### src/rtl/serial_nibble_rx_if.sv
// Bundles the serial strobe/data inputs and the parallel nibble outputs.
// Latency: none, signal container only.
// Backpressure: none; bit_en is a free-running strobe that cannot be stalled.
interface serial_nibble_rx_if;
  logic       bit_en;
  logic       sin;
  logic [3:0] D;
  logic       ld;
  logic       busy;
  logic       perr;
  logic       ferr;

  // Serial source side: drives the line, observes the receiver.
  modport master (
    output bit_en, sin,
    input  D, ld, busy, perr, ferr
  );

  // Receiver side.
  modport slave (
    input  bit_en, sin,
    output D, ld, busy, perr, ferr
  );
endinterface

### src/rtl/serial_nibble_rx.sv
// Receives start/4 data/even parity/stop frames and presents accepted nibbles on D with a one-cycle ld.
// Latency: D and ld update on the edge that samples the stop bit; all outputs are registered.
// Backpressure: none; frames are paced by bit_en only, and a stalled frame is dropped after TIMEOUT idle edges.
module serial_nibble_rx #(
  parameter int unsigned TIMEOUT = 16
) (
  input logic              clk,
  input logic              rst,
  serial_nibble_rx_if.slave bus
);

  typedef enum logic [1:0] {
    IDLE = 2'd0,
    DATA = 2'd1,
    PAR  = 2'd2,
    STOP = 2'd3
  } state_t;

  // The timeout fires when the counter would step from TIMEOUT-1 to TIMEOUT.
  localparam logic [7:0] TO_LAST = 8'(TIMEOUT - 1);

  state_t     state;
  logic [1:0] cnt;
  logic [3:0] shreg;
  logic       par_bit;
  logic [7:0] tcnt;
  logic       par_ok;
  logic       timeout_hit;

  // Even parity: the received parity bit must equal the XOR of the data bits.
  assign par_ok = (par_bit == ^shreg);

  // A strobe on the expiry edge wins, so the timeout only fires on a bit_en=0 edge.
  assign timeout_hit = (state != IDLE) && !bus.bit_en && (tcnt == TO_LAST);

  // Frame FSM, stall timer and registered outputs in one sequential block.
  always_ff @(posedge clk or negedge rst) begin
    if (!rst) begin
      state     <= IDLE;
      cnt       <= 2'd0;
      shreg     <= 4'h0;
      par_bit   <= 1'b0;
      tcnt      <= 8'd0;
      bus.D     <= 4'h0;
      bus.ld    <= 1'b0;
      bus.busy  <= 1'b0;
      bus.perr  <= 1'b0;
      bus.ferr  <= 1'b0;
    end else begin
      // Status flags are single-cycle pulses.
      bus.ld   <= 1'b0;
      bus.perr <= 1'b0;
      bus.ferr <= 1'b0;

      // Stall timer only runs while a frame is open and the line is quiet.
      if (state == IDLE || bus.bit_en) begin
        tcnt <= 8'd0;
      end else begin
        tcnt <= tcnt + 8'd1;
      end

      if (timeout_hit) begin
        // Drop the partial frame; D keeps its last accepted value.
        state    <= IDLE;
        bus.busy <= 1'b0;
        bus.ferr <= 1'b1;
        cnt      <= 2'd0;
        shreg    <= 4'h0;
        tcnt     <= 8'd0;
      end else if (bus.bit_en) begin
        case (state)
          IDLE: begin
            // A 1 on the line is idle; only a 0 opens a frame.
            if (!bus.sin) begin
              state    <= DATA;
              cnt      <= 2'd0;
              bus.busy <= 1'b1;
            end
          end
          DATA: begin
            // LSB first: strobe n lands in bit n.
            shreg[cnt] <= bus.sin;
            cnt        <= cnt + 2'd1;
            if (cnt == 2'd3) begin
              state <= PAR;
            end
          end
          PAR: begin
            par_bit <= bus.sin;
            state   <= STOP;
          end
          STOP: begin
            // IDLE is re-entered here so a start bit on the very next strobe is taken.
            state    <= IDLE;
            bus.busy <= 1'b0;
            if (bus.sin) begin
              if (par_ok) begin
                bus.D  <= shreg;
                bus.ld <= 1'b1;
              end else begin
                bus.perr <= 1'b1;
              end
            end else begin
              bus.ferr <= 1'b1;
              bus.perr <= !par_ok;
            end
          end
          default: begin
            state <= IDLE;
          end
        endcase
      end
    end
  end

endmodule

### src/flat_wrapper.sv
// flat-port wrapper written by rule: the top's interface ports become plain ports
module serial_nibble_rx_flat 
#(
  parameter int unsigned TIMEOUT = 16
)
  (clk, rst, bus_bit_en, bus_sin, bus_D, bus_ld, bus_busy, bus_perr, bus_ferr);
  serial_nibble_rx_if bus_i ();
  input logic clk;
  input logic rst;
  input wire logic [$bits(bus_i.bit_en)-1:0] bus_bit_en;
  input wire logic [$bits(bus_i.sin)-1:0] bus_sin;
  output wire logic [$bits(bus_i.D)-1:0] bus_D;
  output wire logic [$bits(bus_i.ld)-1:0] bus_ld;
  output wire logic [$bits(bus_i.busy)-1:0] bus_busy;
  output wire logic [$bits(bus_i.perr)-1:0] bus_perr;
  output wire logic [$bits(bus_i.ferr)-1:0] bus_ferr;
  assign bus_i.bit_en = bus_bit_en;
  assign bus_i.sin = bus_sin;
  assign bus_D = bus_i.D;
  assign bus_ld = bus_i.ld;
  assign bus_busy = bus_i.busy;
  assign bus_perr = bus_i.perr;
  assign bus_ferr = bus_i.ferr;
  serial_nibble_rx #(.TIMEOUT(TIMEOUT)) u_core (.clk(clk), .rst(rst), .bus(bus_i));
endmodule
### config.mk
export PLATFORM = sky130hd
export DESIGN_NAME = serial_nibble_rx_flat
export DESIGN_NICKNAME = d
export VERILOG_FILES = /design/src/rtl/serial_nibble_rx_if.sv /design/src/rtl/serial_nibble_rx.sv /design/src/flat_wrapper.sv
export SDC_FILE = /design/constraint.sdc
export NUM_CORES = 1
export LEC_CHECK = 0
export ABC_AREA = 1
export BUFFER_PORTS_ARGS = -buffer_cell sky130_fd_sc_hd__buf_2
export CORE_MARGIN = 3
export CORE_UTILIZATION = 55
export CTS_BUF_LIST = sky130_fd_sc_hd__clkbuf_4 sky130_fd_sc_hd__clkbuf_8
export DETAILED_ROUTE_END_ITERATION = 8
export GPL_TIMING_DRIVEN = 1
export PLACE_DENSITY = 0.81
export SLEW_MARGIN = 5
export SYNTH_ARGS = -nofsm -noshare
export SYNTH_HDL_FRONTEND = slang
export SYNTH_SLANG_ARGS = --single-unit
### constraint.sdc
create_clock -name clk -period 1.55 [get_ports clk]
set_clock_uncertainty 0.15 [all_clocks]
set_input_delay 0.0775 -clock clk [delete_from_list [all_inputs] [get_ports clk]]
set_output_delay 0.0775 -clock clk [all_outputs]
set_load 0.03 [all_outputs]
==> impl_metrics.env <==
export IMPL_status="complete, but fails checks"
export IMPL_violations="negative setup slack"
export IMPL_worst_pin_slew_ps=554
export IMPL_cts_root_buffer="clkbuf_4"
export IMPL_cpPeakStageDelay_ps=390
export IMPL_num_vias=1196
export IMPL_dr_pass1_iters=4
export IMPL_synth_top_family_by_area="simple AND/OR/NAND/NOR gates"
export IMPL_synth_xor_area_share=0.0188
export IMPL_nNetsFinal=216
export IMPL_grt_max_degree=26
export IMPL_preCtsSetupSlack_ps=-63.6
export IMPL_synthMuxAreaShare=0
export IMPL_cp_top_family="simple AND/OR/NAND/NOR gates"
export IMPL_track_usage=0.175
export IMPL_crit_slowest_cell="dfrtp_1"
export IMPL_die_x_um=56.5
export IMPL_grt_pass1_vias=1116
export IMPL_clk_pin_slew_ps=130
export IMPL_synth_simple_gate_area_frac=0.358
export IMPL_final_antenna_net_count=0
export IMPL_n_fill_cell=156
export IMPL_htreeDepth=1
export IMPL_antennaDiodeCount=0
export IMPL_finalHoldViolCount=0
export IMPL_setup_ws_ps=-55.4
export IMPL_routed_wl_um=2790
export IMPL_maxCapViolCount=0
export IMPL_synth_area_mm2=0.00140
export IMPL_finalMaxSlewViolations=0
export IMPL_overflow=0
export IMPL_power_density_mw_per_mm2=1600
export IMPL_rsz0062_at_grt="yes"
export IMPL_clock_sinks=25
export IMPL_synth_cell_types=26
export IMPL_synth_edf_count=0
export IMPL_layout_cells_non_filler=230
export IMPL_cts_tree="yes"
export IMPL_cts_buffer_depth=2
export IMPL_vias_per_cell=5.20
export IMPL_routabilityCongestion=0.884
export IMPL_slew_limit_headroom=0.631
export IMPL_yosysSeqAreaShare=0.447
export IMPL_chipHeight_um=56.5
export IMPL_cp_data_arrival_time_ps=1660
export IMPL_critPathBufInv=1
export IMPL_crit_type="reg -> reg"
export IMPL_start_util=0.604
export IMPL_synthCells=164
export IMPL_crit_top_cell="nand2_1"
export IMPL_worstPathMaxFanout=8
export IMPL_syn_to_final_growth_pct=26.4
export IMPL_crit_path_end_kind="flip-flop"
export IMPL_antenna_found_initial=0
export IMPL_io_buffers=11
export IMPL_cts_buffers=3
export IMPL_setup_viol=15
export IMPL_async_flop_share=1.00
export IMPL_timing_final_crit_share=1.04
export IMPL_synth_top_area_frac=0.447
export IMPL_clock_latency_ps=300
export IMPL_die_area_mm2=0.00319
export IMPL_placed_cells=213
export IMPL_synthAdderAreaFrac=0.0804
export IMPL_num_io_pins=12
export IMPL_dpl_instance_area_mm2=0.00158
export IMPL_synth_area_leaders="dfrtp_1, nand2_1, ha_1"
export IMPL_drc_errors=0
export IMPL_start_kind="flip-flop"
export IMPL_path_cells="inv_2 > ha_4 > nor2_4 > nand4_4 > nand2_4 > nand3_4 > nand2_1 > nand2_1"
export IMPL_finalSetupTns_ps=-439
export IMPL_rows=17
export IMPL_synth_main_ff_cell="dfrtp_1"
export IMPL_fmax_mhz=623
export IMPL_syn_num_nets=177
export IMPL_power_leakage_nw=0.923
export IMPL_post_drt_wl_per_cell_um=12.1
export IMPL_ys_warn_count=0
export IMPL_drtIter0Drc=28
export IMPL_peakVddDrop_mv=1.05
export IMPL_synth_top_area_cell="dfrtp_1"
export IMPL_design_area_mm2=0.00177
export IMPL_post_route_cells_drive_above_1_share=0.327
export IMPL_synth_compound_area_share=0.0447
export IMPL_cp_required_ps=1610
export IMPL_avgSynthCellArea_um2=8.54
export IMPL_min_path_type="in -> async"
export IMPL_ys_seq_elements=25
export IMPL_hpwlAfterDp_um=1900
export IMPL_core_mm2=0.00232
export IMPL_grt_pass1_wl_um=4570
export IMPL_finalCriticalPeriod_ps=1610
per-stage QoR:
step | utilization | power, mW | hold WS (ps)
after floorplan | - | 1.94 | -368
after global placement | 0.681 | 2.30 | -64.0
after detailed placement | 0.681 | 2.36 | -53.9
after CTS | 0.726 | 2.71 | 146
after global routing | 0.763 | 3.10 | 175
final | 0.763 | 2.84 | 126
timing repair:
item	CTS	global route
cloned	1	0
pin swaps	7	2
hold buffers	3	0
buffers inserted	2	7
setup endpoints to repair	16	19
hold endpoints to repair	27	0
gates resized for setup	6	11
routing by layer:
metal / wire, um / share of wire / track usage / vias up
li1: - / - / - / 610
met1: 1210 / 0.43 / 0.228 / 550
met5: 0 / 0 / 0 / -
met4: 41 / 0.015 / 0.0441 / 0
met3: 133 / 0.048 / 0.0207 / 4
met2: 1410 / 0.50 / 0.305 / 32
cell type report:
class / count / area, um^2 / share of cell area
well taps: 28 / 35.0 / 0.0198
flip-flops and latches: 25 / 626 / 0.354
clock buffers: 4 / 30.0 / 0.0170
repair buffers: 33 / 228 / 0.129
multi-input cells: 121 / 777 / 0.439
inverters: 19 / 73.8 / 0.0417
path summary, 6_finish.rpt:
path                                             start                     endpoint  slack [ps]  cells past startpoint
hold reg to reg            u_core.bus.D[2]$_DFFE_PN0P_  u_core.bus.D[2]$_DFFE_PN0P_         330                      2
setup reg to reg           u_core.state[0]$_DFFE_PN0P_  u_core.state[1]$_DFFE_PN0P_         -60                      8
hold / removal                                     rst     u_core.tcnt[6]$_DFF_PN0_         130                      2
min in group clk           u_core.bus.D[2]$_DFFE_PN0P_  u_core.bus.D[2]$_DFFE_PN0P_         330                      2
max in group asynchronous                          rst     u_core.tcnt[2]$_DFF_PN0_         760                      2
setup / recovery           u_core.state[0]$_DFFE_PN0P_  u_core.state[1]$_DFFE_PN0P_         -60                      8
logic make-up after synthesis:
kind of cell | after synthesis
compound gates | 10
xor+xnor | 3
fa+ha+maj | 9
buf+inv | 19
flops | 25
simple gates | 98
layout by cell type (no fill, tap or decap), types with 3 or more instances in the layout:
cell type,count
nand2_1,44
dfrtp_1,25
buf_4,19
nor2_1,16
inv_1,14
buf_2,11
nand3_1,8
nand4_1,7
nor2_4,5
nand2_2,5
ha_1,5
inv_2,4
o21ai_1,4
clkbuf_4,4
nor2_2,3
ha_2,3
dlygate4sd3_1,3
synth_stat cells, types with 2 or more instances:
master    n
a21oi_1   2
nand2_2   2
inv_1    18
dfrtp_1  25
xor2_1    2
nand4_1   7
nor2_2    3
nand3_1  10
nor3b_1   2
nand2_1  47
nor2_1   16
o21ai_1   4
nor2_4    4
ha_1      9
nand2_4   2
report_power, final:
part	switching (mW)	leakage, nW	total, mW	internal, mW
combinational	0.902	0.571	1.57	0.664
sequential	0.137	0.333	0.974	0.837
clock	0.181	0.0184	0.299	0.118
total	1.22	0.923	2.84	1.62
state kept, by name, indices dropped and copies added (netlist names), 2 cells and up:
| name | count |
|---|---|
| u_core.shreg | 4 |
| u_core.tcnt | 8 |
| u_core.state | 2 |
| u_core.bus.D | 4 |
| u_core.cnt | 2 |
(Power assumes the default switching activity.)
